===== src/rtl/demux_ch_sequencer_pkg.sv =====
// ---------------------------------------------------------------------------
// demux_seq_pkg
// Shared definitions for the demux channel sequencer and its helpers.
//   NUM_CH   : number of demux outputs served by the sequencer
//   SEL_W    : width of the demux select
//   CNT_W    : width wide enough to hold a channel count 0..NUM_CH
//   state_t  : sequencer FSM states (IDLE, SCAN, DONE)
//   popcount : number of enabled channels in a mask
// ---------------------------------------------------------------------------
package demux_seq_pkg;

    localparam int NUM_CH = 8;
    localparam int SEL_W  = 3;
    localparam int CNT_W  = 4;

    typedef enum logic [1:0] {
        IDLE = 2'd0,
        SCAN = 2'd1,
        DONE = 2'd2
    } state_t;

    // Counts enabled channels; downstream logic uses it to size capture
    // windows (busy lasts popcount*DWELL+1 cycles).
    function automatic logic [CNT_W-1:0] popcount(input logic [NUM_CH-1:0] v);
        logic [CNT_W-1:0] c;
        c = '0;
        for (int i = 0; i < NUM_CH; i++) begin
            c = c + {{(CNT_W-1){1'b0}}, v[i]};
        end
        return c;
    endfunction

endpackage


===== src/rtl/demux_ch_sequencer_if.sv =====
// ---------------------------------------------------------------------------
// demux_ch_sequencer_if
// Bundles the word handshake, abort and demux-side outputs of the sequencer.
//   in_valid/in_ready : upstream word handshake
//   in_data/in_mask   : word bits and channel-enable mask
//   abort             : synchronous cancel of the word in flight
//   sel/data_bit      : demux select and data input
//   strobe/busy/done  : per-channel status for downstream capture logic
// Modports: master (upstream feeder / testbench), slave (sequencer).
// ---------------------------------------------------------------------------
interface demux_ch_sequencer_if;
    import demux_seq_pkg::*;

    logic              in_valid;
    logic              in_ready;
    logic [NUM_CH-1:0] in_data;
    logic [NUM_CH-1:0] in_mask;
    logic              abort;
    logic [SEL_W-1:0]  sel;
    logic              data_bit;
    logic              strobe;
    logic              busy;
    logic              done;

    modport master (
        output in_valid, in_data, in_mask, abort,
        input  in_ready, sel, data_bit, strobe, busy, done
    );

    modport slave (
        input  in_valid, in_data, in_mask, abort,
        output in_ready, sel, data_bit, strobe, busy, done
    );

endinterface


===== src/rtl/demux_ch_sequencer_next_ch.sv =====
// ---------------------------------------------------------------------------
// demux_next_ch
// Combinational find-next-set-bit over a channel mask.
//   i_mask  : channel-enable mask
//   i_cur   : current channel; search starts strictly above it
//   i_start : when high, search from bit 0 inclusive and ignore i_cur
//   o_nxt   : lowest qualifying set bit (0 when none)
//   o_found : a qualifying set bit exists
// No wrap-around: once the highest set bit is passed, o_found drops.
// ---------------------------------------------------------------------------
module demux_next_ch
    import demux_seq_pkg::*;
(
    input  logic [NUM_CH-1:0] i_mask,
    input  logic [SEL_W-1:0]  i_cur,
    input  logic              i_start,
    output logic [SEL_W-1:0]  o_nxt,
    output logic              o_found
);

    // Scan from the top down so that the last hit written is the lowest
    // qualifying bit, which gives ascending channel order.
    always_comb begin
        o_nxt   = '0;
        o_found = 1'b0;
        for (int i = NUM_CH - 1; i >= 0; i--) begin
            if (i_mask[i] && (i_start || (i > int'(i_cur)))) begin
                o_nxt   = SEL_W'(i);
                o_found = 1'b1;
            end
        end
    end

endmodule


===== src/rtl/demux_ch_sequencer.sv =====
// ---------------------------------------------------------------------------
// demux_ch_sequencer
// Upstream feeder for the 1-to-8 single-bit demux. Accepts a data word and a
// channel-enable mask, then walks the enabled channels in ascending order,
// holding each on the demux for DWELL cycles.
//   clk   : rising-edge clock
//   rst_n : synchronous active-low reset
//   bus   : demux_ch_sequencer_if.slave (handshake, abort, demux outputs)
// Parameter DWELL: cycles each enabled channel is held (legal 1..255).
// All outputs are registered except in_ready, decoded from state and abort.
// ---------------------------------------------------------------------------
module demux_ch_sequencer
    import demux_seq_pkg::*;
#(
    parameter int DWELL = 2
) (
    input  logic                 clk,
    input  logic                 rst_n,
    demux_ch_sequencer_if.slave  bus
);

    state_t            r_state;
    state_t            w_next_state;
    logic [7:0]        r_cnt;
    logic [7:0]        w_cnt_n;
    logic [NUM_CH-1:0] r_data;
    logic [NUM_CH-1:0] w_data_n;
    logic [NUM_CH-1:0] r_mask;
    logic [NUM_CH-1:0] w_mask_n;
    logic [SEL_W-1:0]  r_sel;
    logic [SEL_W-1:0]  w_sel_n;
    logic              r_data_bit;
    logic              w_data_bit_n;
    logic              r_strobe;
    logic              w_strobe_n;
    logic              r_busy;
    logic              w_busy_n;
    logic              r_done;
    logic              w_done_n;

    logic              w_in_ready;
    logic              w_accept;
    logic              w_dwell_end;
    logic              w_search_start;
    logic [NUM_CH-1:0] w_search_mask;
    logic [SEL_W-1:0]  w_nxt;
    logic              w_found;

    // in_ready is gated by rst_n so no handshake can appear to complete
    // while the block is being held in reset.
    assign w_in_ready  = rst_n && (r_state == IDLE) && !bus.abort;
    assign w_accept    = bus.in_valid && w_in_ready;
    assign w_dwell_end = (r_cnt == 8'(DWELL - 1));

    // One search unit serves both cases: in IDLE it finds the first channel
    // of the incoming mask, in SCAN it finds the channel after r_sel.
    assign w_search_start = (r_state == IDLE);
    assign w_search_mask  = w_search_start ? bus.in_mask : r_mask;

    demux_next_ch u_next_ch (
        .i_mask  (w_search_mask),
        .i_cur   (r_sel),
        .i_start (w_search_start),
        .o_nxt   (w_nxt),
        .o_found (w_found)
    );

    // State register; reset returns the sequencer to IDLE.
    always_ff @(posedge clk) begin
        if (!rst_n) begin
            r_state <= IDLE;
        end else begin
            r_state <= w_next_state;
        end
    end

    // Next-state decode. An all-zero mask skips SCAN and goes straight to
    // DONE so upstream still sees a completion pulse. abort overrides
    // everything and drops back to IDLE.
    always_comb begin
        w_next_state = r_state;
        case (r_state)
            IDLE: begin
                if (w_accept) begin
                    w_next_state = w_found ? SCAN : DONE;
                end
            end
            SCAN: begin
                if (w_dwell_end && !w_found) begin
                    w_next_state = DONE;
                end
            end
            DONE: begin
                w_next_state = IDLE;
            end
            default: begin
                w_next_state = IDLE;
            end
        endcase
        if (bus.abort) begin
            w_next_state = IDLE;
        end
    end

    // Output decode: computes the next value of every registered output and
    // of the dwell counter and latches. Outside SCAN data_bit is forced to 0
    // while sel keeps its last value so the demux select does not glitch.
    always_comb begin
        w_cnt_n      = '0;
        w_sel_n      = r_sel;
        w_data_bit_n = 1'b0;
        w_strobe_n   = 1'b0;
        w_busy_n     = 1'b0;
        w_done_n     = 1'b0;
        w_data_n     = r_data;
        w_mask_n     = r_mask;
        if (bus.abort) begin
            w_data_n = '0;
            w_mask_n = '0;
        end else begin
            case (r_state)
                IDLE: begin
                    if (w_accept) begin
                        w_data_n = bus.in_data;
                        w_mask_n = bus.in_mask;
                        w_busy_n = 1'b1;
                        if (w_found) begin
                            w_sel_n      = w_nxt;
                            w_data_bit_n = bus.in_data[w_nxt];
                            w_strobe_n   = 1'b1;
                        end else begin
                            w_done_n = 1'b1;
                        end
                    end
                end
                SCAN: begin
                    w_busy_n = 1'b1;
                    if (!w_dwell_end) begin
                        w_cnt_n      = r_cnt + 8'd1;
                        w_data_bit_n = r_data[r_sel];
                        w_strobe_n   = 1'b1;
                    end else if (w_found) begin
                        w_sel_n      = w_nxt;
                        w_data_bit_n = r_data[w_nxt];
                        w_strobe_n   = 1'b1;
                    end else begin
                        w_done_n = 1'b1;
                    end
                end
                default: begin
                end
            endcase
        end
    end

    // Datapath registers for outputs, dwell counter and latched word.
    always_ff @(posedge clk) begin
        if (!rst_n) begin
            r_cnt      <= '0;
            r_sel      <= '0;
            r_data_bit <= 1'b0;
            r_strobe   <= 1'b0;
            r_busy     <= 1'b0;
            r_done     <= 1'b0;
            r_data     <= '0;
            r_mask     <= '0;
        end else begin
            r_cnt      <= w_cnt_n;
            r_sel      <= w_sel_n;
            r_data_bit <= w_data_bit_n;
            r_strobe   <= w_strobe_n;
            r_busy     <= w_busy_n;
            r_done     <= w_done_n;
            r_data     <= w_data_n;
            r_mask     <= w_mask_n;
        end
    end

    assign bus.in_ready = w_in_ready;
    assign bus.sel      = r_sel;
    assign bus.data_bit = r_data_bit;
    assign bus.strobe   = r_strobe;
    assign bus.busy     = r_busy;
    assign bus.done     = r_done;

endmodule


===== src/flat_wrapper.sv =====
// flat-port wrapper written by rule: the top's interface ports become plain ports
module demux_ch_sequencer_flat import demux_seq_pkg::*;
#(
    parameter int DWELL = 2
)
  (clk, rst_n, bus_in_valid, bus_in_data, bus_in_mask, bus_abort, bus_in_ready, bus_sel, bus_data_bit, bus_strobe, bus_busy, bus_done);
  demux_ch_sequencer_if bus_i ();
  input  logic clk;
  input  logic rst_n;
  input wire logic [$bits(bus_i.in_valid)-1:0] bus_in_valid;
  input wire logic [$bits(bus_i.in_data)-1:0] bus_in_data;
  input wire logic [$bits(bus_i.in_mask)-1:0] bus_in_mask;
  input wire logic [$bits(bus_i.abort)-1:0] bus_abort;
  output wire logic [$bits(bus_i.in_ready)-1:0] bus_in_ready;
  output wire logic [$bits(bus_i.sel)-1:0] bus_sel;
  output wire logic [$bits(bus_i.data_bit)-1:0] bus_data_bit;
  output wire logic [$bits(bus_i.strobe)-1:0] bus_strobe;
  output wire logic [$bits(bus_i.busy)-1:0] bus_busy;
  output wire logic [$bits(bus_i.done)-1:0] bus_done;
  assign bus_i.in_valid = bus_in_valid;
  assign bus_i.in_data = bus_in_data;
  assign bus_i.in_mask = bus_in_mask;
  assign bus_i.abort = bus_abort;
  assign bus_in_ready = bus_i.in_ready;
  assign bus_sel = bus_i.sel;
  assign bus_data_bit = bus_i.data_bit;
  assign bus_strobe = bus_i.strobe;
  assign bus_busy = bus_i.busy;
  assign bus_done = bus_i.done;
  demux_ch_sequencer #(.DWELL(DWELL)) u_core (.clk(clk), .rst_n(rst_n), .bus(bus_i));
endmodule

===== config.mk =====
export PLATFORM = sky130hd
export DESIGN_NAME = demux_ch_sequencer_flat
export DESIGN_NICKNAME = d
export VERILOG_FILES = /design/src/rtl/demux_ch_sequencer_pkg.sv /design/src/rtl/demux_ch_sequencer_if.sv /design/src/rtl/demux_ch_sequencer_next_ch.sv /design/src/rtl/demux_ch_sequencer.sv /design/src/flat_wrapper.sv
export SDC_FILE = /design/constraint.sdc
export NUM_CORES = 1
export LEC_CHECK = 0
export BUFFER_PORTS_ARGS = -buffer_cell sky130_fd_sc_hd__buf_4
export CORE_UTILIZATION = 30
export DETAILED_ROUTE_END_ITERATION = 10
export PLACE_DENSITY_LB_ADDON = 0.05
export SLEW_MARGIN = 20
export SYNTH_ARGS = -nofsm -noshare
export SYNTH_HDL_FRONTEND = slang
export SYNTH_HIERARCHICAL = 1
export SYNTH_SLANG_ARGS = --single-unit

===== constraint.sdc =====
create_clock -name clk -period 3.81 [get_ports clk]
set_input_delay 0.1905 -clock clk [delete_from_list [all_inputs] [get_ports clk]]
set_output_delay 0.1905 -clock clk [all_outputs]
set_load 0.005 [all_outputs]

==> summary.txt <==
Timing
  – Final worst-path cycle share: 0.8062
  – F_max: 325.6 MHz
  – Min cycle time layout: 3.071 ns
  – Setup Total Neg Slack: 0 ns
  – Slew HR: 0.5226
  – Finish-stage setup viols: 0
  – Worst Max-Slew Pin Slew: 0.7160 ns
  – RSZ-0062 raised after global routing: no
  – Final hold violations: 0
  – Pins over their slew limit: 0
  – Final Skew: 0.01672 ns
  – Worst Hold Slack: 0.08820 ns

Clocking
  – CTS Root Cell: clkbuf_8
  – Hold_buf cts: 0
  – Clock Pin Slew Worst Setup and Hold Paths: 0.09 ns
  – CTS H-tree depth: 2
  – Clock tree sinks: 33
  – Worst skew pair latency: 0.30 ns
  – TritonCTS buffer count: 5
  – TritonCTS clock tree: built
  – Maximum clock path buffer count: 2
  – Number of setup buffers added after CTS: 0
  – CTS resizes: 0

Power
  – Worst IR Drop VDD: 0.1301 mV
  – Leak: 0.9390 nW
  – Pwr Total: 0.7842 mW
  – Power Dens Cells: 363.4 nW/um^2

Final layout
  – Sequential Area: 660.6 um^2
  – Most common cell after layout, fill and taps aside: nand2_1
  – Layout Nets: 255
  – Final-layout fill cell count: 592
  – Layout area overhead: 22.25%
  – Layout cells sized above 1: 0.2350
  – Antenna cells: 0
  – Non-filler cells, final: 306
  – Multi-input gate area: 1060 um^2
  – Most frequent cells in the layout: 42 x nand2_1, 33 x dfxtp_1, 30 x buf_4, 24 x nand3_1, 12 x nor2_1

Logic synthesis
  – Post-synthesis sequential area ratio: 0.3742
  – Simple-gate share of the synthesized area: 0.3232
  – Syn nets: 226
  – Synthesis-stage register bit count: 33
  – Post-Syn Area per Cell: 8.654 um^2
  – YS warnings: 6
  – Area leader, netlist: dfxtp_1
  – Leading post-synthesis cells by cell area: dfxtp_1 37%, nand2_1 8.9%, nand3_1 6.8%
  – Cells after Synth: 204
  – Asr flop ratio synth: 0
  – XOR/XNOR share of the synthesized area: 0.02977
  – Area share of the largest cell type after synthesis: 0.3742
  – Post-synth EDFFs: 0
  – Largest family of logic cells by synthesized area: simple AND/OR/NAND/NOR gates
  – Post-synthesis compound-gate area fraction: 0.08505
  – Adder-cell share of the synthesized area: 0.01417
  – Post-synthesis mux area share: 0.1481
  – Post-Syn Area: 1765 um^2
  – Commonest register cell after synthesis: dfxtp_1
  – Post-synthesis cell type count: 38

Floorplanning
  – Top Ports: 28
  – Initial core utilization: 0.3167
  – Die H: 78.71 um
  – # rows: 27
  – Die W: 78.71 um
  – Core area: 5574 um^2
  – DIE AREA: 6195 um^2

Route
  – DR DRC count: 0
  – Post-DR vias/cell: 5.092
  – Total Routed Length: 4489 um
  – Vias after detailed routing: 1558
  – Antenna Nets Post-Route: 0
  – Initial DRT Pass Iterations: 4
  – Post-DR wirelength/cell: 14.67 um
  – DR iter-0 viols: 31

Setup path
  – Worst Setup Start Kind: flip-flop
  – CP arrival: 3.29 ns
  – Setup CP Type: flip-flop to flip-flop
  – Critical path peak fanout: 20
  – CP startpoint: u_core/r_state[1]$_SDFFE_PP0P_
  – WP data required: 4.03 ns
  – Reg-to-Reg Start: u_core/r_state[1]$_SDFFE_PP0P_
  – Crit path capture type: flip-flop

Global route
  – Total congestion overflow: 0
  – Vias in the first global route: 1520
  – Initial antenna violation count: 0
  – Total Routing Usage GR: 0.1565
  – Largest net degree at the start of global routing: 23
  – First-pass GRT wire length: 7445 um

Place
  – I/O Buffers: 27
  – Placed cells: 298
  – DP HPWL: 3266 um
  – Gpl congestion: 0.8380

Min path
  – Hold WC Path Type: primary input to flip-flop
  – Hold path start: bus_in_data[7]

Outcome
  – Status: finished clean

Job
  – Max-cap viol count: 0
[synth_stat cells (all sizes together), types with 2 or more instances]
cell type	count
clkbuf	7
and3	5
nand2	42
nand3	24
mux2i	7
dfxtp	33
xnor2	2
nor2b	10
nor4	2
nand3b	3
or4	2
or4b	2
nor3b	2
mux4	4
o21ai	7
o22a	3
a21oi	3
nor2	12
xor2	4
nand2b	5
ha	2
inv	2
mux2	9
[path summary, 6_finish.rpt]
| kind | slack [ns] | endpoint | depth (start not counted) |
|---|---|---|---|
| worst min-delay path | 0.09 | u_core/r_data[7]$_SDFFE_PP0P_ | 3 |
| worst max-delay path | 0.74 | u_core/bus.data_bit$_SDFF_PP0_ | 10 |
| worst max register to register | 0.74 | u_core/bus.data_bit$_SDFF_PP0_ | 10 |
| worst min register to register | 0.46 | u_core/r_mask[6]$_SDFFE_PP0P_ | 2 |
[sequential cells by signal, indices dropped and copies added (netlist names)]
signal,flops
u_core/bus.done,1
u_core/bus.sel,3
u_core/bus.busy,1
u_core/bus.strobe,1
u_core/r_state,2
u_core/bus.data_bit,1
u_core/r_data,8
u_core/r_mask,8
u_core/r_cnt,8
[kinds of logic (layout without fill, tap and decap cells)]
logic type | count (synthesis) | after routing
simple gates | 112 | 112
mux | 20 | 20
buf+inv | 10 | 40
xor+xnor | 6 | 6
flops | 33 | 33
compound gates | 21 | 21
fa+ha+maj | 2 | 2
[report_power, final]
| part | internal (mW) | leakage [nW] | switching [mW] | total (mW) |
|---|---|---|---|---|
| Combinational | 0.0433 | 0.617 | 0.0419 | 0.0852 |
| Clock | 0.196 | 0.0543 | 0.145 | 0.341 |
| Sequential | 0.353 | 0.268 | 0.00593 | 0.359 |
| Total | 0.592 | 0.939 | 0.193 | 0.784 |
[metrics by stage]
stage | setup WS (ns) | area, um^2 | util
2_1_floorplan | 0.9040 | 1765 | -
3_3_place_gp | 0.9791 | 2043 | 0.3666
3_5_place_dp | 0.7817 | 2043 | 0.3666
4_1_cts | 0.7320 | 2158 | 0.3872
5_1_grt | 0.5657 | 2158 | 0.3872
6_report | 0.7385 | 2158 | 0.3872
[final cells by class]
cell class,instances,share of cell area
Timing Repair Buffer,30,0.1043
Multi-Input combinational cell,161,0.4910
Clock inverter,3,0.02145
Inverter,2,0.003478
Clock buffer,5,0.03188
Tap cell,72,0.04174
Sequential cell,33,0.3061
[worst max-delay path: stages, from the launching register on]
cell	delay (ns)
dfxtp_1	0.34
nor2_1	0.11
buf_4	0.24
mux2_2	0.40
nor3b_1	0.15
o22a_1	0.20
or2b_1	0.22
a21oi_1	0.48
a2111oi_0	0.15
or4_1	0.55
o221ai_2	0.13
[routing by layer]
metal	wire length, um	vias up	share of wire	GRT usage
met5	0	-	0	0
met4	32	0	0.0071	0.04444
met3	171	4	0.038	0.03908
met2	2163	28	0.48	0.2678
met1	2121	752	0.47	0.1932
li1	-	774	-	-
(Power assumes the default switching activity.)
